### src/rtl/parity_check_arbiter.sv
// Round-robin arbiter sharing one pipelined 64-bit parity checker between two requesters,
// with saturating per-requester error counts and consecutive-error lockout.
module parity_check_arbiter #(
  parameter int CNT_WIDTH   = 16,
  parameter int LOCK_THRESH = 4
) (
  input  logic                 clk,
  input  logic                 reset,
  input  logic [1:0]           reqValid,
  output logic [1:0]           reqReady,
  input  logic [63:0]          reqData0,
  input  logic [63:0]          reqData1,
  input  logic [1:0]           reqEvenParity,
  input  logic [1:0]           reqOddParity,
  output logic                 resValid,
  input  logic                 resReady,
  output logic                 resId,
  output logic                 isErrorEven,
  output logic                 isErrorOdd,
  output logic [CNT_WIDTH-1:0] errCount0,
  output logic [CNT_WIDTH-1:0] errCount1,
  output logic [1:0]           locked,
  input  logic [1:0]           clearLock
);

  typedef enum logic [1:0] {IDLE, CHECK, RESPOND} state_t;

  localparam logic [3:0] LOCK_T = 4'(LOCK_THRESH);

  state_t               state_q, state_d;
  logic [63:0]          data_q, data_d;
  logic                 even_q, even_d;
  logic                 odd_q, odd_d;
  logic                 id_q, id_d;
  logic                 err_even_q, err_even_d;
  logic                 err_odd_q, err_odd_d;
  logic                 res_valid_q, res_valid_d;
  logic                 last_grant_q, last_grant_d;
  logic [CNT_WIDTH-1:0] err_cnt_q [2];
  logic [CNT_WIDTH-1:0] err_cnt_d [2];
  logic [3:0]           consec_q [2];
  logic [3:0]           consec_d [2];
  logic [1:0]           locked_q, locked_d;

  logic [1:0] eligible;
  logic       grant_any;
  logic       grant_id;
  logic       commit;
  logic       parity;

  // On a tie the requester that did not win last time gets the grant.
  always_comb begin
    eligible  = reqValid & ~locked_q;
    grant_any = |eligible;
    grant_id  = (eligible == 2'b11) ? ~last_grant_q : eligible[1];
    reqReady  = 2'b00;
    if (state_q == IDLE && grant_any && !reset) begin
      reqReady = grant_id ? 2'b10 : 2'b01;
    end
  end

  always_comb begin
    state_d      = state_q;
    data_d       = data_q;
    even_d       = even_q;
    odd_d        = odd_q;
    id_d         = id_q;
    err_even_d   = err_even_q;
    err_odd_d    = err_odd_q;
    res_valid_d  = res_valid_q;
    last_grant_d = last_grant_q;
    err_cnt_d    = err_cnt_q;
    consec_d     = consec_q;
    locked_d     = locked_q;
    parity       = ^data_q;
    commit       = res_valid_q & resReady;

    case (state_q)
      IDLE: begin
        if (grant_any) begin
          data_d  = grant_id ? reqData1 : reqData0;
          even_d  = reqEvenParity[grant_id];
          odd_d   = reqOddParity[grant_id];
          id_d    = grant_id;
          state_d = CHECK;
        end
      end
      CHECK: begin
        err_even_d  = parity ^ even_q;
        err_odd_d   = ~(parity ^ odd_q);
        res_valid_d = 1'b1;
        state_d     = RESPOND;
      end
      RESPOND: begin
        if (commit) begin
          res_valid_d  = 1'b0;
          last_grant_d = id_q;
          state_d      = IDLE;
        end
      end
      default: state_d = IDLE;
    endcase

    // clearLock is applied last so it overrides a lock from a coincident commit.
    for (int i = 0; i < 2; i++) begin
      if (commit && id_q == 1'(i)) begin
        if (err_even_q || err_odd_q) begin
          if (err_cnt_q[i] != '1) err_cnt_d[i] = err_cnt_q[i] + CNT_WIDTH'(1);
          if (consec_q[i] != 4'hF) consec_d[i] = consec_q[i] + 4'd1;
          if (consec_q[i] >= LOCK_T - 4'd1) locked_d[i] = 1'b1;
        end else begin
          consec_d[i] = '0;
        end
      end
      if (clearLock[i]) begin
        locked_d[i] = 1'b0;
        consec_d[i] = '0;
      end
    end
  end

  always_ff @(posedge clk) begin
    if (reset) begin
      state_q      <= IDLE;
      data_q       <= '0;
      even_q       <= 1'b0;
      odd_q        <= 1'b0;
      id_q         <= 1'b0;
      err_even_q   <= 1'b0;
      err_odd_q    <= 1'b0;
      res_valid_q  <= 1'b0;
      last_grant_q <= 1'b1;
      err_cnt_q[0] <= '0;
      err_cnt_q[1] <= '0;
      consec_q[0]  <= '0;
      consec_q[1]  <= '0;
      locked_q     <= 2'b00;
    end else begin
      state_q      <= state_d;
      data_q       <= data_d;
      even_q       <= even_d;
      odd_q        <= odd_d;
      id_q         <= id_d;
      err_even_q   <= err_even_d;
      err_odd_q    <= err_odd_d;
      res_valid_q  <= res_valid_d;
      last_grant_q <= last_grant_d;
      err_cnt_q    <= err_cnt_d;
      consec_q     <= consec_d;
      locked_q     <= locked_d;
    end
  end

  assign resValid    = res_valid_q;
  assign resId       = id_q;
  assign isErrorEven = err_even_q;
  assign isErrorOdd  = err_odd_q;
  assign errCount0   = err_cnt_q[0];
  assign errCount1   = err_cnt_q[1];
  assign locked      = locked_q;

endmodule
### config.mk
export PLATFORM = sky130hd
export DESIGN_NAME = parity_check_arbiter
export DESIGN_NICKNAME = d
export VERILOG_FILES = /design/src/rtl/parity_check_arbiter.sv
export SDC_FILE = /design/constraint.sdc
export NUM_CORES = 1
export LEC_CHECK = 0
export ABC_AREA = 1
export BUFFER_PORTS_ARGS = -buffer_cell sky130_fd_sc_hd__buf_2
export CAP_MARGIN = 20
export CORE_MARGIN = 3
export CORE_UTILIZATION = 35
export CTS_CLUSTER_DIAMETER = 80
export DETAILED_ROUTE_END_ITERATION = 7
export HOLD_SLACK_MARGIN = 0.05
export PLACE_DENSITY = 0.58
export RECOVER_POWER = 100
export SLEW_MARGIN = 20
export SYNTH_ARGS = -nofsm -noshare
export SYNTH_HDL_FRONTEND = slang
export SYNTH_SLANG_ARGS = --single-unit
### constraint.sdc
create_clock -name clk -period 3 [get_ports clk]
set_input_delay 0.15 -clock clk [delete_from_list [all_inputs] [get_ports clk]]
set_output_delay 0.15 -clock clk [all_outputs]
set_load 0.02 [all_outputs]
# Word-level counts from Yosys, hierarchy flattened
# Cells that the tools add are included.
# Widths: inputs -> output; s select.
op_classes:
  muxes: 17
  bitwise: 8
  n_reduce_logical: 22
  add_sub_neg: 4
  magnitude_cmp: 3
  n_eq_ne: 11
op_table:
  columns: ["operator", "count"]
  rows:
  - ["$mux 64", 1]
  - ["$reduce_xor 64->1", 1]
  - ["$add 16x1->16 const B", 2]
  - ["$ne 16x16->1 const B", 2]
  - ["$mux 4", 4]
  - ["$reduce_and 2->1", 6]
  - ["$reduce_and 3->1", 4]
  - ["$add 4x1->4 const B", 2]
  - ["$ge 4x2->1 const B", 2]
  - ["$mux 2", 4]
  - ["$ne 4x4->1 const B", 2]
  - ["$mux 1", 6]
  - ["$pmux 2 s3", 1]
  - ["$reduce_or 2->1", 3]
  - ["$eq 2x2->1 const B", 2]
  - ["$logic_and 1x1->1", 4]
  - ["$ne 2x1->1 const B", 2]
  - ["$ne 2x2->1 const B", 2]
  - ["$not 1->1", 3]
  - ["$and 2x2->2", 1]
  - ["$eq 2x1->1 const B", 1]
  - ["$logic_not 2->1", 1]
  - ["$lt 1x2->1 const B", 1]
  - ["$not 2->2", 1]
  - ["6 further kinds", 7]
word_totals:
  regBits: 115
  out_inout_bits: 40

# Depth between registers and ports, before layout
# Gate-level depths: netlist (run 1).
logic_depth:
  ltp_word: 6
  mapped_depth: 18

# Least setup slack after synthesis (run 1)
# OpenSTA, ideal clock, no wires.
synth_path:
  kind: "reg2reg"
  from: "register err_cnt_q, in the netlist errCount1[1]"
  to: "register err_cnt_q, in the netlist errCount1[15]"
  path_buffers: 0
  setup_slack_ns: 1.253
  required_ns: 2.884
  arrival_time_ns: 1.632
  path_stages_with_launch: 12
  cell_sequence: "dfxtp_1 ha_1 nand3_1 nor2_1 nand3_1 nand2_4 nor2_4 nand2_1 nor2_1 nand2_1 o21ai_1 and3_1"
synth_between:
  elab_chain_len: 2
  elab_cells_between_ends: 3
  cone_classes: "add/sub (1); eq/ne (1); reduce/logical (1)"
synth_lines:
  columns: ["item", "line_no", "source"]
  rows:
  - ["start, declared", "39", "logic [CNT_WIDTH-1:0] err_cnt_q [2];"]
  - ["start signal, assigned", "148", "err_cnt_q <= err_cnt_d;"]
  - ["parallel branches: the longest is 2 deep, another holds $add 16x1->16", null, null]
# Parallel ways; which one is timed is not known.
# A chain may end at the register's enable or synchronous reset.

# Final worst setup path (run 1)
layout_path:
  from: "register res_valid_q, in the netlist resValid"
  to: "register err_cnt_q, in the netlist errCount1[9]"
layout_between:
  elab_chain_len: 3
layout_lines:
  columns: ["item", "line_no", "source"]
  rows:
  - ["start, declared", "37", "logic res_valid_q, res_valid_d;"]
  - ["start signal, assigned", "146", "res_valid_q <= res_valid_d;"]
  - ["$and 1x1->1", "76", "commit = res_valid_q & resReady;"]
  - ["$logic_and 1x1->1", "106", "if (commit && id_q == 1'(i)) begin"]
  - ["$reduce_and 3->1 (no line)", null, null]
# No other way between the ends.

==> out/metrics.csv, run 1 <==
metric,value,unit
Post-Syn Area,6630,um2
largest net degree at the start of global routing,47,
worst path cell trace,nand2_1 > nor2_1 > inv_2 > nor2_1 > nand2_1 > inv_1 > nand2_1 > nor4_1 > nand3_1 > o21ai_1 > a21oi_1,
fraction of the mapped netlist area in adder cells,0.00755,
Starting Density,0.363,
leading area contributor after synthesis,dfxtp_1,
share of the synthesized area in the top cell type,0.347,
mux share of post-synthesis cell area,0,
Clock Tree Root,clkbuf_16,
sequential cell area,2300,um2
sequential share of power,0.329,
die area,20600,um2
post-route insts no fill,1644,
HP Class,input pin to register,
row count,49,
# port buffers,178,
Final Hold Fails,0,
CTS tree,done,
crit end category,register,
initial antenna violation count,0,
most frequent CP cell,nand2_1,
status,"finished, final reports clean",
WP data required,3.30,ns
area of the core,18300,um2
CP Launch Type,register,
Leak Pwr,4.53,nW
Setup Total Neg Slack,0,ns
Yosys cell types,36,
layout cells sized above 1,0.129,
max-cap viol count,0,
Ant. Diodes,0,
Worst EP arrival,2.77,ns
Post-Syn Instances,1090,
main combinational cell family by area after synthesis,simple AND/OR/NAND/NOR gates,
"Slowest-stage cell, CP",nor4_1,
RSZ-0062 raised after global routing,no,
post-synthesis sequential area ratio,0.347,
number of H-tree levels,4,
switching share of power,0.301,
Layout area overhead,44.3,%
TritonCTS buffer count,17,
slew margin rel.,0.530,
syn nets,1233,
post-synthesis simple-gate area fraction,0.410,
post-route clock period utilization,0.822,
register bit total from synthesis,115,
Tightest Pin Transition,0.699,ns
# DRC,0,
Avg WL per Cell,11.8,um
Worst Skew,0.00568,ns
top area cells in the synthesized netlist,"dfxtp_1, nand2_1, inv_1",
HP Start,resReady,
die width,144,um
"commonest cells after routing, fill and taps aside","nand2_1, inv_1, buf_2",
post-cts sizing count,0,
clk buf depth,2,
Cells after DPL,1478,
Via-to-Cell Ratio,4.63,
Post-CTS Setup Inserts,0,
Final nets,1545,
fin. max-slew vios,0,
Clock Sinks,115,
DP HPWL,13600,um
vias,7610,
xor/xnor cell area share of the yosys netlist,0.00925,
final wirelength,19300,um
CP max FO,8,
Mean Syn Cell Area,6.08,um2
Synth Area in Compound Gates,0.129,
power per cell area,546,nW/um2
first-pass GRT wire length,32800,um
Yosys Warn Count,0,
NetSw,1.57,mW
Worst Setup SP,resValid$_SDFFE_PP0P_,
io pins,179,
GP Congestion,0.808,
kind of critical path,register to register,
Initial DRT Pass Iterations,5,
endpoints failing setup,0,
Worst-Skew Late Latency,0.42,ns
Tmin final,2.47,ns
Clk pwr share,0.409,
Max stage delay on crit path,0.54,ns
post-route ant nets,0,
GRT Overall Usage,0.193,
worst vdd ir,0.000404,V
grt total ovfl,0,
final core utilization,0.523,
WHS,0.133,ns
area of the multi-input gates,3580,um2
Pint,3.65,mW
Achievable Freq,0.405,GHz
initial DRC count,328,
Die H,144,um
"most common cell after layout, fill and taps aside",nand2_1,
"Clk pin slew, worst setup/hold paths",0.05,ns
hold-fix buffer count after cts,134,
number of global-route vias before repair,7431,
# fillers,1829,
combinational fraction of design power,0.261,
RR Startpoint,resValid$_SDFFE_PP0P_,
## cells by family (layout without fill, tap and decap cells)
family,count (synthesis),count (layout)
simple gates,663,663
buf+inv,168,493
compound gates,133,133
flops,115,115
xor+xnor,7,7
fa+ha+maj,4,4
## metrics by stage
step / power, mW / area [um2] / setup slack, ns
2_1_floorplan: 2.60 / 6630 / 1.25
3_3_place_gp: 2.91 / 7760 / 0.957
3_5_place_dp: 2.93 / 7760 / 0.884
4_1_cts: 5.28 / 9720 / 0.636
5_1_grt: 5.58 / 9560 / 0.195
6_report: 5.22 / 9560 / 0.533
## metal layers
layer,vias up,part of all wire,GRT usage
met5,-,0,0
met4,0,0.016,0.0505
met3,24,0.054,0.0489
met2,180,0.47,0.340
met1,3354,0.46,0.235
li1,4052,-,-
## path summary, 6_finish.rpt
path | slack, ns | cells after the start | to
min | 0.13 | 4 | state_q[1]$_SDFFE_PP0P_
max | 0.53 | 11 | errCount1[9]$_SDFFE_PP0P_
min reg2reg | 0.47 | 2 | locked[1]$_SDFFE_PP0P_
max reg2reg | 0.53 | 11 | errCount1[9]$_SDFFE_PP0P_
## Yosys cell counts
master,number
nor3b_1,2
nor2_2,3
a31o_2,1
nor4_4,1
ha_1,4
o21ai_0,24
nor3_4,1
buf_1,1
nand3_1,41
inv_1,137
buf_4,1
nor2_4,5
dfxtp_1,115
o21bai_1,1
a221oi_1,1
inv_2,7
clkbuf_1,14
nand2_2,3
nand4_1,4
o31ai_1,2
xnor2_1,3
a31oi_1,1
a211oi_1,5
nor3_2,3
nor3_1,11
o21ai_1,3
nor2_8,1
buf_2,8
a21oi_1,31
o211ai_1,64
nand2_4,2
xor2_1,4
nor2_1,48
nand2_1,534
and3_1,1
nor4_1,3
## sequential cells by signal, summed over array words and instances (netlist names)
signal / cells
isErrorEven: 1
odd_q: 1
isErrorOdd: 1
locked: 2
errCount1: 16
even_q: 1
data_q: 64
resId: 1
state_q: 2
resValid: 1
consec_q: 8
last_grant_q: 1
errCount0: 16
## worst max-delay path, delay by kind of cell, from the launching register on
family,cells,cell delay (ns)
buf+inv,2,0.22
simple gates,7,1.56
flops,1,0.35
compound gates,2,0.22
## area by class of cell
type	instances	area share
clock buffers	22	0.0485
multi-input cells	807	0.374
flip-flops and latches	115	0.241
repair buffers	317	0.234
inverters	144	0.0565
well taps	229	0.0300
clock inverters	10	0.0162
## power groups by stage
stage	registers, mW	clock network (mW)	logic [mW]
finish	1.72	2.14	1.37
global route	1.74	2.26	1.59
CTS	1.72	2.18	1.38
detailed placement	1.75	0	1.18
global placement	1.75	0	1.16
floorplan	1.75	0	0.854
Power figures use the tool's default switching activity.
==> inputs of run 2 (changes only) <==
--- a/config.mk
+++ b/config.mk
@@ -13,7 +13,7 @@
 export CTS_CLUSTER_DIAMETER = 80
 export DETAILED_ROUTE_END_ITERATION = 7
 export HOLD_SLACK_MARGIN = 0.05
-export PLACE_DENSITY = 0.58
+export PLACE_DENSITY = 0.6
 export RECOVER_POWER = 100
 export SLEW_MARGIN = 20
 export SYNTH_ARGS = -nofsm -noshare
==> constraint.sdc (replaced) <==
create_clock -name clk -period 2.2 [get_ports clk]
set_input_delay 0.11 -clock clk [delete_from_list [all_inputs] [get_ports clk]]
set_output_delay 0.11 -clock clk [all_outputs]
set_load 0.02 [all_outputs]
==> out/metrics.csv, run 2 (same netlist as run 1, synthesis figures left out) <==
metric,value,unit,change
DP HPWL,13300,um,-2.4%
Ant. Diodes,0,,unchanged
NetSw,2.16,mW,+38%
Pint,5.05,mW,+38%
endpoints failing setup,0,,unchanged
grt total ovfl,0,,unchanged
switching share of power,0.300,,-0.000911
worst vdd ir,0.000546,V,+35%
first-pass GRT wire length,32200,um,-1.8%
"commonest cells after routing, fill and taps aside","nand2_1, buf_2, inv_1",,
vias,7624,,+0.18%
CP Launch Type,register,,
Layout area overhead,47.0,%,
initial DRC count,303,,-7.6%
final wirelength,19800,um,+2.6%
# port buffers,178,,unchanged
die area,20600,um2,unchanged
die width,144,um,unchanged
CP max FO,17,,+9
RSZ-0062 raised after global routing,no,,
post-route ant nets,0,,unchanged
Worst Skew,0.00451,ns,-0.00118 ns
power per cell area,740,nW/um2,+35%
Worst Setup SP,locked[1]$_SDFFE_PP0P_,,
Leak Pwr,4.62,nW,+2.0%
post-route clock period utilization,0.921,,+0.0985
Avg WL per Cell,12.0,um,+2.4%
largest net degree at the start of global routing,68,,+45%
Worst-Skew Late Latency,0.41,ns,about the same
# DRC,0,,unchanged
layout cells sized above 1,0.140,,+0.0103
GRT Overall Usage,0.190,,-0.00295
r2r setup slk,0.17,ns,-0.36 ns
"Clk pin slew, worst setup/hold paths",0.05,ns,about the same
Tightest Pin Transition,0.455,ns,-0.243 ns
Largest register FFs,64,,unchanged
row count,49,,unchanged
Final Hold Fails,0,,unchanged
Via-to-Cell Ratio,4.63,,about the same
TritonCTS buffer count,17,,unchanged
fin. max-slew vios,0,,unchanged
HP Class,input pin to register,,
number of H-tree levels,4,,unchanged
Final nets,1548,,+0.19%
Clock Sinks,115,,unchanged
"most common cell after layout, fill and taps aside",nand2_1,,
CTS tree,done,,
kind of critical path,register to register,,
RR Endpoint,data_q[8]$_SDFFE_PP0P_,,
Achievable Freq,0.494,GHz,+22%
RR Startpoint,locked[1]$_SDFFE_PP0P_,,
initial antenna violation count,0,,unchanged
Top reg by flops,data_q,,
Worst EP arrival,2.38,ns,-0.39 ns
Tmin final,2.03,ns,-0.441 ns
Setup Total Neg Slack,0,ns,unchanged
combinational fraction of design power,0.265,,+0.004
status,"finished, final reports clean",,
clk buf depth,2,,unchanged
CP endpoint,data_q[8]$_SDFFE_PP0P_,,
Starting Density,0.363,,unchanged
max-cap viol count,0,,unchanged
number of global-route vias before repair,7257,,-2.3%
Die H,144,um,unchanged
crit end category,register,,
Initial DRT Pass Iterations,5,,unchanged
Clock Tree Root,clkbuf_16,,
Post-CTS Setup Inserts,0,,unchanged
WP data required,2.55,ns,-0.75 ns
Clk pwr share,0.409,,about the same
R2R depth,11,,unchanged
GP Congestion,0.876,,+8.4%
area of the core,18300,um2,unchanged
sequential share of power,0.326,,-0.003
slew margin rel.,0.696,,+0.167
io pins,179,,unchanged
HP Start,resReady,,
power after layout,7.21,mW,+38%
run 2: cell types whose count changed in the layout (fill, tap and decap cells not counted), sizes merged:
cell	change
clkinvlp	-1
clkbuf	+3
buf	+1
run 2: what timing repair did:
| action | 4_1_cts | 5_1_grt |
|---|---|---|
| resized for setup | 0 | 4 |
| hold buffers | 134 | 0 |
| endpoints found under the hold margin | 76 | 0 |
| endpoints found under the setup margin | 0 | 66 |
run 2: worst min path at each step:
stage / slack, ns / depth (start not counted) / endpoint
final: 0.12 / 4 / state_q[1]$_SDFFE_PP0P_
after global routing: 0.14 / 4 / state_q[1]$_SDFFE_PP0P_
after CTS: 0.08 / 4 / state_q[1]$_SDFFE_PP0P_
after detailed placement: 0.32 / 3 / data_q[54]$_SDFFE_PP0P_
after global placement: 0.33 / 3 / data_q[54]$_SDFFE_PP0P_
after floorplan: 0.22 / 2 / data_q[50]$_SDFFE_PP0P_
run 2: stage by stage:
step | hold WS [ns] | std cells | setup slack, ns | utilization | instance area (um2)
finish | 0.116 | 1647 | 0.174 | 0.533 | 9740
global route | 0.136 | 1647 | 0.0210 | 0.533 | 9740
CTS | 0.0845 | 1644 | 0.0284 | 0.534 | 9750
detailed placement | 0.318 | 1478 | 0.435 | 0.426 | 7780
global placement | 0.327 | 1478 | 0.520 | 0.426 | 7780
floorplan | 0.223 | 1090 | 0.453 | - | 6630
run 2: routing by layer:
metal | global-route usage | vias to the layer above | wire length [um]
li1 | - | 4058 | -
met1 | 0.232 | 3309 | 8940
met2 | 0.333 | 231 | 9210
met3 | 0.0522 | 26 | 1320
met4 | 0.0466 | 0 | 362
met5 | 0 | - | 0
run 2: area by class of cell:
class / count / area (um2)
multi-input combinational: 807 / 3650
inverter: 144 / 543
clock buffer: 23 / 478
clock inverter: 9 / 151
tap: 229 / 287
timing repair buffer: 320 / 2330
fill: 1791 / 8530
sequential: 115 / 2300
run 2: worst max-delay path, cell delays in order, from the launching register on:
cell and delay, ns:
dfxtp_1 0.33, inv_1 0.08, nand2_1 0.07, nand2_1 0.07, nand3_2 0.11, nor2_1 0.14, nand2_1 0.10, inv_4 0.13
clkbuf_16 0.21, nand2_1 0.07, o211ai_1 0.09, dlygate4sd3_1 0.58
run 2: power by group through the flow:
stage                     combinational, mW  clock (mW)  sequential [mW]
final                                  1.91        2.95             2.35
after global routing                   2.22        3.11             2.37
after CTS                              1.88        3.01             2.35
after detailed placement               1.60           0             2.39
after global placement                 1.58           0             2.39
after floorplan                        1.17           0             2.38
